<file path="config.mk">
export PLATFORM = sky130hd
export DESIGN_NAME = idelay_tap_cal
export DESIGN_NICKNAME = d
export VERILOG_FILES = /design/src/rtl/idelay_cal_pkg.sv /design/src/rtl/idelay_eye_tracker.sv /design/src/rtl/idelay_tap_cal.sv
export SDC_FILE = /design/constraint.sdc
export NUM_CORES = 1
export LEC_CHECK = 0
export ABC_CLOCK_PERIOD_IN_PS = 6350
export CAP_MARGIN = 10
export CORE_MARGIN = 5
export CORE_UTILIZATION = 50
export DETAILED_ROUTE_END_ITERATION = 8
export PLACE_DENSITY = 0.75
export SLEW_MARGIN = 20
export SYNTH_ARGS = -nofsm -noshare
export SYNTH_HDL_FRONTEND = slang
export SYNTH_SLANG_ARGS = --single-unit
export TNS_END_PERCENT = 100
</file>
<file path="constraint.sdc">
create_clock -name clk -period 6.35 [get_ports clk]
set_input_delay 0.635 -clock clk [delete_from_list [all_inputs] [get_ports clk]]
set_output_delay 0.635 -clock clk [all_outputs]
set_load 0.02 [all_outputs]
</file>
<file path="src/rtl/idelay_cal_pkg.sv">
`default_nettype none
// ============================================================================
//  Module      : idelay_cal_pkg
//  Description : Shared types and constants for the IDELAY tap calibration
//                controller: tap width, FSM state encoding and a helper that
//                picks the centre tap of a passing window.
//  Revision    : 1.0 - initial release
// ============================================================================
package idelay_cal_pkg;

    localparam int NTAPS = 32;
    localparam int TAP_W = $clog2(NTAPS);

    typedef logic [TAP_W-1:0] tap_t;
    // Lengths need one extra bit so a full-width window (NTAPS) is representable.
    typedef logic [TAP_W:0]   len_t;

    typedef enum logic [3:0] {
        ST_IDLE         = 4'd0,
        ST_WAIT_RDY     = 4'd1,
        ST_LOAD         = 4'd2,
        ST_SETTLE       = 4'd3,
        ST_SAMPLE       = 4'd4,
        ST_EVAL         = 4'd5,
        ST_FINAL_LOAD   = 4'd6,
        ST_FINAL_SETTLE = 4'd7,
        ST_DONE         = 4'd8
    } cal_state_t;

    // Centre of a window, rounding toward the window start for even lengths.
    // Caller guarantees len >= 1.
    function automatic tap_t eye_centre(input tap_t start, input len_t len);
        len_t half;
        half = (len - len_t'(1)) >> 1;
        return tap_t'(len_t'(start) + half);
    endfunction

endpackage
`default_nettype wire

</file>
<file path="src/rtl/idelay_eye_tracker.sv">
`default_nettype none
// ============================================================================
//  Module      : idelay_eye_tracker
//  Description : Longest-run tracker for the tap sweep. One strobe per tap,
//                in ascending tap order. Keeps the current passing run and the
//                best run seen so far; ties keep the earlier window.
//  Ports       : clk, rst_n      - clock, synchronous active-low reset
//                clear           - drop all run state (sweep restart)
//                strobe, pass    - one tap result, pass=1 for a clean tap
//                tap             - tap the result belongs to
//                best_start/len  - registered best window
//                best_*_nxt      - best window including this cycle's strobe
//  Revision    : 1.0 - initial release
// ============================================================================
module idelay_eye_tracker
    import idelay_cal_pkg::*;
(
    input  logic clk,
    input  logic rst_n,
    input  logic clear,
    input  logic strobe,
    input  logic pass,
    input  tap_t tap,
    output tap_t best_start,
    output len_t best_len,
    output tap_t best_start_nxt,
    output len_t best_len_nxt
);

    tap_t cur_start_q, cur_start_d;
    len_t cur_len_q,   cur_len_d;
    tap_t best_start_q, best_start_d;
    len_t best_len_q,   best_len_d;

    always_comb begin
        cur_start_d  = cur_start_q;
        cur_len_d    = cur_len_q;
        best_start_d = best_start_q;
        best_len_d   = best_len_q;
        if (clear) begin
            cur_start_d  = '0;
            cur_len_d    = '0;
            best_start_d = '0;
            best_len_d   = '0;
        end else if (strobe) begin
            if (pass) begin
                if (cur_len_q == '0) begin
                    cur_start_d = tap;
                end
                cur_len_d = cur_len_q + len_t'(1);
                // Strictly greater: an equal-length later window never replaces.
                if (cur_len_d > best_len_q) begin
                    best_start_d = cur_start_d;
                    best_len_d   = cur_len_d;
                end
            end else begin
                cur_len_d = '0;
            end
        end
    end

    always_ff @(posedge clk) begin
        if (!rst_n) begin
            cur_start_q  <= '0;
            cur_len_q    <= '0;
            best_start_q <= '0;
            best_len_q   <= '0;
        end else begin
            cur_start_q  <= cur_start_d;
            cur_len_q    <= cur_len_d;
            best_start_q <= best_start_d;
            best_len_q   <= best_len_d;
        end
    end

    assign best_start     = best_start_q;
    assign best_len       = best_len_q;
    assign best_start_nxt = best_start_d;
    assign best_len_nxt   = best_len_d;

endmodule
`default_nettype wire

</file>
<file path="src/rtl/idelay_tap_cal.sv">
`default_nettype none
// ============================================================================
//  Module      : idelay_tap_cal
//  Description : Calibration controller for an IDELAYE2/ODELAYE2 in VAR_LOAD
//                mode. Sweeps every tap, scores it from sample-compare beats,
//                finds the longest passing window and loads its centre.
//  Ports       : clk, rst_n          - clock, synchronous active-low reset
//                start               - 1-cycle request, ignored while busy
//                idelay_rdy          - IDELAYCTRL RDY; low restarts the sweep
//                smp_valid/smp_match - per-beat compare result
//                cntvalueout         - delay element read-back
//                cntvaluein, ld      - delay element load interface
//                busy, done, fail    - status (done/fail are levels)
//                eye_start, eye_len  - best window found
//                cal_tap             - tap finally loaded
//  Revision    : 1.0 - initial release
// ============================================================================
module idelay_tap_cal
    import idelay_cal_pkg::*;
#(
    parameter int SETTLE_CYC  = 8,
    parameter int SAMPLE_CYC  = 16,
    parameter int MIN_EYE     = 3,
    parameter int DEFAULT_TAP = 0
) (
    input  logic             clk,
    input  logic             rst_n,
    input  logic             start,
    input  logic             idelay_rdy,
    input  logic             smp_valid,
    input  logic             smp_match,
    input  logic [TAP_W-1:0] cntvalueout,
    output logic [TAP_W-1:0] cntvaluein,
    output logic             ld,
    output logic             busy,
    output logic             done,
    output logic             fail,
    output logic [TAP_W-1:0] eye_start,
    output logic [TAP_W:0]   eye_len,
    output logic [TAP_W-1:0] cal_tap
);

    localparam int   SETTLE_W    = $clog2(SETTLE_CYC + 1);
    localparam int   SAMPLE_W    = $clog2(SAMPLE_CYC + 1);
    localparam logic [SETTLE_W-1:0] SETTLE_LAST = SETTLE_W'(SETTLE_CYC - 1);
    localparam logic [SAMPLE_W-1:0] SAMPLE_LAST = SAMPLE_W'(SAMPLE_CYC - 1);
    localparam len_t LAST_TAP    = len_t'(NTAPS - 1);
    localparam len_t MIN_EYE_L   = len_t'(MIN_EYE);
    localparam tap_t DEF_TAP     = tap_t'(DEFAULT_TAP);

    cal_state_t          state_q, state_d;
    len_t                tap_q, tap_d;
    logic [SETTLE_W-1:0] settle_cnt_q, settle_cnt_d;
    logic [SAMPLE_W-1:0] sample_cnt_q, sample_cnt_d;
    logic                tap_bad_q, tap_bad_d;
    tap_t                cntvaluein_q, cntvaluein_d;
    logic                ld_q, ld_d;
    logic                busy_q, busy_d;
    logic                done_q, done_d;
    logic                fail_q, fail_d;
    tap_t                eye_start_q, eye_start_d;
    len_t                eye_len_q, eye_len_d;
    tap_t                cal_tap_q, cal_tap_d;

    logic trk_clear, trk_strobe;
    tap_t best_start, best_start_nxt;
    len_t best_len, best_len_nxt;

    idelay_eye_tracker u_tracker (
        .clk            (clk),
        .rst_n          (rst_n),
        .clear          (trk_clear),
        .strobe         (trk_strobe),
        .pass           (~tap_bad_q),
        .tap            (tap_t'(tap_q)),
        .best_start     (best_start),
        .best_len       (best_len),
        .best_start_nxt (best_start_nxt),
        .best_len_nxt   (best_len_nxt)
    );

    always_comb begin
        state_d      = state_q;
        tap_d        = tap_q;
        settle_cnt_d = settle_cnt_q;
        sample_cnt_d = sample_cnt_q;
        tap_bad_d    = tap_bad_q;
        cntvaluein_d = cntvaluein_q;
        done_d       = done_q;
        fail_d       = fail_q;
        eye_start_d  = eye_start_q;
        eye_len_d    = eye_len_q;
        cal_tap_d    = cal_tap_q;
        trk_clear    = 1'b0;
        trk_strobe   = 1'b0;

        if (!idelay_rdy && (state_q inside {ST_LOAD, ST_SETTLE, ST_SAMPLE, ST_EVAL,
                                            ST_FINAL_LOAD, ST_FINAL_SETTLE})) begin
            // Delay line lost its reference: everything measured so far is suspect.
            state_d = ST_WAIT_RDY;
            tap_d   = '0;
            fail_d  = 1'b0;
        end else begin
            case (state_q)
                ST_IDLE: begin
                    if (start) begin
                        state_d = ST_WAIT_RDY;
                        tap_d   = '0;
                        done_d  = 1'b0;
                        fail_d  = 1'b0;
                    end
                end
                ST_WAIT_RDY: begin
                    trk_clear = 1'b1;
                    tap_d     = '0;
                    if (idelay_rdy) begin
                        state_d      = ST_LOAD;
                        cntvaluein_d = '0;
                    end
                end
                ST_LOAD: begin
                    state_d      = ST_SETTLE;
                    settle_cnt_d = '0;
                end
                ST_SETTLE: begin
                    if (settle_cnt_q == SETTLE_LAST) begin
                        if (cntvalueout == cntvaluein_q) begin
                            state_d      = ST_SAMPLE;
                            sample_cnt_d = '0;
                            tap_bad_d    = 1'b0;
                        end else begin
                            state_d      = ST_FINAL_LOAD;
                            fail_d       = 1'b1;
                            cal_tap_d    = DEF_TAP;
                            cntvaluein_d = DEF_TAP;
                            eye_start_d  = best_start;
                            eye_len_d    = best_len;
                        end
                    end else begin
                        settle_cnt_d = settle_cnt_q + 1'b1;
                    end
                end
                ST_SAMPLE: begin
                    if (smp_valid) begin
                        if (!smp_match) begin
                            tap_bad_d = 1'b1;
                        end
                        if (sample_cnt_q == SAMPLE_LAST) begin
                            state_d = ST_EVAL;
                        end else begin
                            sample_cnt_d = sample_cnt_q + 1'b1;
                        end
                    end
                end
                ST_EVAL: begin
                    trk_strobe = 1'b1;
                    if (tap_q == LAST_TAP) begin
                        // Tracker look-ahead includes this last tap's result.
                        eye_start_d = best_start_nxt;
                        eye_len_d   = best_len_nxt;
                        if (best_len_nxt >= MIN_EYE_L) begin
                            cal_tap_d = eye_centre(best_start_nxt, best_len_nxt);
                            fail_d    = 1'b0;
                        end else begin
                            cal_tap_d = DEF_TAP;
                            fail_d    = 1'b1;
                        end
                        cntvaluein_d = cal_tap_d;
                        state_d      = ST_FINAL_LOAD;
                    end else begin
                        tap_d        = tap_q + len_t'(1);
                        cntvaluein_d = tap_t'(tap_q + len_t'(1));
                        state_d      = ST_LOAD;
                    end
                end
                ST_FINAL_LOAD: begin
                    state_d      = ST_FINAL_SETTLE;
                    settle_cnt_d = '0;
                end
                ST_FINAL_SETTLE: begin
                    if (settle_cnt_q == SETTLE_LAST) begin
                        if (cntvalueout != cntvaluein_q) begin
                            fail_d = 1'b1;
                        end
                        state_d = ST_DONE;
                        done_d  = 1'b1;
                    end else begin
                        settle_cnt_d = settle_cnt_q + 1'b1;
                    end
                end
                ST_DONE: begin
                    // A start arriving in the same cycle DONE retires is honoured.
                    if (start) begin
                        state_d = ST_WAIT_RDY;
                        tap_d   = '0;
                        done_d  = 1'b0;
                        fail_d  = 1'b0;
                    end else begin
                        state_d = ST_IDLE;
                    end
                end
                default: begin
                    state_d = ST_IDLE;
                end
            endcase
        end

        ld_d   = (state_d == ST_LOAD) || (state_d == ST_FINAL_LOAD);
        busy_d = (state_d != ST_IDLE) && (state_d != ST_DONE);
    end

    always_ff @(posedge clk) begin
        if (!rst_n) begin
            state_q      <= ST_IDLE;
            tap_q        <= '0;
            settle_cnt_q <= '0;
            sample_cnt_q <= '0;
            tap_bad_q    <= 1'b0;
            cntvaluein_q <= '0;
            ld_q         <= 1'b0;
            busy_q       <= 1'b0;
            done_q       <= 1'b0;
            fail_q       <= 1'b0;
            eye_start_q  <= '0;
            eye_len_q    <= '0;
            cal_tap_q    <= '0;
        end else begin
            state_q      <= state_d;
            tap_q        <= tap_d;
            settle_cnt_q <= settle_cnt_d;
            sample_cnt_q <= sample_cnt_d;
            tap_bad_q    <= tap_bad_d;
            cntvaluein_q <= cntvaluein_d;
            ld_q         <= ld_d;
            busy_q       <= busy_d;
            done_q       <= done_d;
            fail_q       <= fail_d;
            eye_start_q  <= eye_start_d;
            eye_len_q    <= eye_len_d;
            cal_tap_q    <= cal_tap_d;
        end
    end

    assign cntvaluein = cntvaluein_q;
    assign ld         = ld_q;
    assign busy       = busy_q;
    assign done       = done_q;
    assign fail       = fail_q;
    assign eye_start  = eye_start_q;
    assign eye_len    = eye_len_q;
    assign cal_tap    = cal_tap_q;

endmodule
`default_nettype wire
</file>
==> results.toml <==
[floorplan]
start_util_pct = 51.1
die_x_um = 96.1
die-area_um2 = 9230
die_h_um = 96.1
rows = 31
core-area_um2 = 7250
io_pins = 36

[power_and_ir_drop]
peakVddDrop_uv = 128
p_leak_nw = 1.62
power_density_nw_per_um2 = 196

[clocking]
cts_setup_buffers = 0
tritoncts = "built"
cts_resized = 0
root_buffer = "clkbuf_8"
insertion_delay_ns = 0.35
clk_pin_slew_ns = 0.07
hold_buffers = 0
cts_num_sinks = 67
cts_buffer_depth = 2
cts_made_buffers = 9
cts.htree.levels = 3

[placement]
place_hpwl_um = 6680
place_inst = 578
port-buffer-count = 35
dp_slack_ns = 1.52
place_congestion = 0.911

[synthesis]
synth-edff-count = 0
ys_seq_area_share_pct = 36.2
synth_seq_cells = 67
postSynthAreaPerCell_um2 = 7.97
ys_warn_count = 0
synth_cell_types = 54
synth_area_leaders = "dfxtp_1 (36%), nor2_1 (6.2%), ha_1 (6.1%), nand2_1 (5.6%), a21oi_1 (4.6%)"
synth_area_um2 = 3700
yosysTopAreaCell = "dfxtp_1"
ys.flop_type = "dfxtp_1"
syn_inst = 465
async_flop_share_pct = 0
synth_top_area_share_pct = 36.2
synth_nets = 495

[final_layout]
finalNetCount = 520
postLayoutCoreUtil_pct = 59.0
drive_gt1_share_pct = 7.07
fill_cells = 671
fin_cells = 594
antenna_cells = 0
area_delta_synth_final_pct = 15.4

[global_routing]
track_usage_pct = 20.3
grt_pass1_wl_um = 14600
antenna_found_initial = 0
gr-total-overflow = 0
grt_max_degree = 26
grt_pass1_vias = 3126

[setup_path]
end_kind = "flop"
required_ns = 6.58
cp_cell_sequence = "ha_1, nand3_1, xnor2_1, ha_1, nand4_1, o21bai_1, a31oi_4, a21oi_1, nor2_1, inv_1, ha_1, xnor2_1, inv_1, fa_1, nor2b_1, o21ai_0, nand2b_1, a21oi_2, or2_4, xor2_1, o211ai_1, a21oi_1"
slowest_delay_ns = 0.48
cp-start-kind = "flop"
path_class = "flop to flop"
path_buf_inv = 2
critical_path.top_delay_family = "compound AO/OA/AOI/OAI gates"
slowest_stage = "dfxtp_1"
cp.arrival_ns = 5.13
critPathMaxFanout = 12
worst_path_most_repeated_cell = "ha_1"

[sta]
fin_ws_ns = 1.45
relSlewSlack_pct = 47.7
setup_violations = 0
tightest_slew_ns = 0.781
period_share_pct = 77.1
finalHoldViolations = 0
fin_worst_skew_ns = 0.00634
maxSlewViolCount = 0
period_needed_ns = 4.90
rsz0062_at_grt = "false"
fin_tns_setup_ns = 0
clock.fmax_mhz = 204

[hold_path]
hold_class = "flop to flop"

[detailed_routing]
drt-total-wl_um = 8910
num_vias = 3318
drt_pre_antenna_iters = 5
ant_nets = 0
viasPerCell = 5.59
route.detailed.drc = 0
wl_per_cell_um = 15.0
drtIter0Drc = 240

[run]
cap_violations = 0

[run_status]
status = "completed"
## cells in the final DEF, fill, tap and decap left out, types with 5 or more instances in the layout
cell / synthesis / final
and2_1: 15 / 15
nor2b_1: 10 / 10
nand3_1: 18 / 18
and3_1: 7 / 7
xnor2_1: 12 / 12
clkbuf_8: 0 / 11
o21ai_1: 5 / 5
nand2_1: 55 / 55
inv_1: 20 / 20
o21ai_0: 23 / 23
dfxtp_1: 67 / 67
xor2_1: 8 / 8
clkdlybuf4s50_1: 0 / 35
mux2i_1: 9 / 9
a21oi_1: 34 / 34
a22oi_1: 10 / 10
nor3_1: 11 / 11
ha_1: 18 / 18
nor2_1: 61 / 61
## flip-flops by register name (all words and copies together) (netlist names)
name and cells:
cal_tap 5, state_q 4, u_tracker.best_len 6, u_tracker.best_start 5, ld 1, u_tracker.cur_start_q 5, fail 1, u_tracker.cur_len_q 6
done 1, tap_bad_q 1, settle_cnt_q 4, busy 1, eye_len 6, eye_start 5, sample_cnt_q 5, tap_q 6
cntvaluein 5
## synthesized netlist by cell type, types with 2 or more instances
| cell type | number |
|---|---|
| dfxtp_1 | 67 |
| nor2_1 | 61 |
| nand2_1 | 55 |
| a21oi_1 | 34 |
| o21ai_0 | 23 |
| inv_1 | 20 |
| clkbuf_1 | 18 |
| ha_1 | 18 |
| nand3_1 | 18 |
| and2_1 | 15 |
| xnor2_1 | 12 |
| nor3_1 | 11 |
| a22oi_1 | 10 |
| nor2b_1 | 10 |
| mux2i_1 | 9 |
| xor2_1 | 8 |
| and3_1 | 7 |
| o21ai_1 | 5 |
| a211oi_1 | 4 |
| nand2b_1 | 4 |
| nand4_1 | 4 |
| a21o_1 | 3 |
| buf_2 | 3 |
| or2_2 | 3 |
| a21boi_1 | 2 |
| a21oi_2 | 2 |
| a31oi_1 | 2 |
| and2b_1 | 2 |
| buf_4 | 2 |
| mux2_2 | 2 |
| mux2_4 | 2 |
| nor4_1 | 2 |
| nor4b_1 | 2 |
| o2111ai_1 | 2 |
| o211ai_1 | 2 |
| o211ai_2 | 2 |
| or3_1 | 2 |
## final cells by class
| class | instances | area (µm²) | area share [%] |
|---|---|---|---|
| multi-input combinational | 355 | 2190 | 51.2 |
| sequential | 67 | 1340 | 31.4 |
| timing repair buffer | 37 | 365 | 8.54 |
| clock buffer | 12 | 155 | 3.63 |
| tap | 99 | 124 | 2.90 |
| inverter | 20 | 75.1 | 1.76 |
| clock inverter | 4 | 25.0 | 0.585 |
## worst paths after layout
path                                         startpoint                               endpoint  slack, ns  cells past startpoint
setup reg to reg    u_tracker.cur_len_q[0]$_SDFFE_PP0P_             cntvaluein[4]$_SDFFE_PN0P_       1.45                     22
setup / recovery    u_tracker.cur_len_q[0]$_SDFFE_PP0P_             cntvaluein[4]$_SDFFE_PN0P_       1.45                     22
hold reg to reg   u_tracker.cur_start_q[3]$_SDFFE_PP0P_  u_tracker.cur_start_q[3]$_SDFFE_PP0P_       0.46                      2
hold / removal    u_tracker.cur_start_q[3]$_SDFFE_PP0P_  u_tracker.cur_start_q[3]$_SDFFE_PP0P_       0.46                      2
## tightest hold or removal path, cell delays in order, from the launching register on
cell	delay [ns]
dfxtp_1	0.31
nand2_1	0.05
a21oi_1	0.05
## kinds of logic (layout without fill, tap and decap cells)
group	Yosys count	count (layout)	synth area share, %
compound gates	101	101	17.9
xor+xnor	20	20	4.73
fa+ha+maj	19	19	6.62
buf+inv	43	73	4.66
flops	67	67	36.2
mux	13	13	3.85
simple gates	202	202	26.1
## where the power goes
| part | switching (mW) | leakage (nW) | internal, mW |
|---|---|---|---|
| Sequential | 0.00792 | 0.540 | 0.425 |
| Combinational | 0.0490 | 0.992 | 0.0271 |
| Clock | 0.168 | 0.0884 | 0.162 |
| Total | 0.225 | 1.62 | 0.614 |
## metrics by stage
step | hold slack [ns] | power [mW] | instance area (µm²)
final | 0.462 | 0.839 | 4280
after global routing | 0.489 | 0.868 | 4280
after CTS | 0.463 | 0.843 | 4280
after detailed placement | 0.452 | 0.517 | 4100
after global placement | 0.441 | 0.517 | 4100
after floorplan | 0.434 | 0.492 | 3700
## routing by layer
| layer | vias to the layer above | wire length [µm] | GRT usage (%) |
|---|---|---|---|
| met2 | 99 | 4190 | 32.6 |
| met1 | 1549 | 4020 | 25.8 |
| met4 | 0 | 251 | 10.5 |
| li1 | 1647 | - | - |
| met3 | 23 | 448 | 3.83 |
| met5 | - | 0 | 0 |
Power figures use the tool's default switching activity.
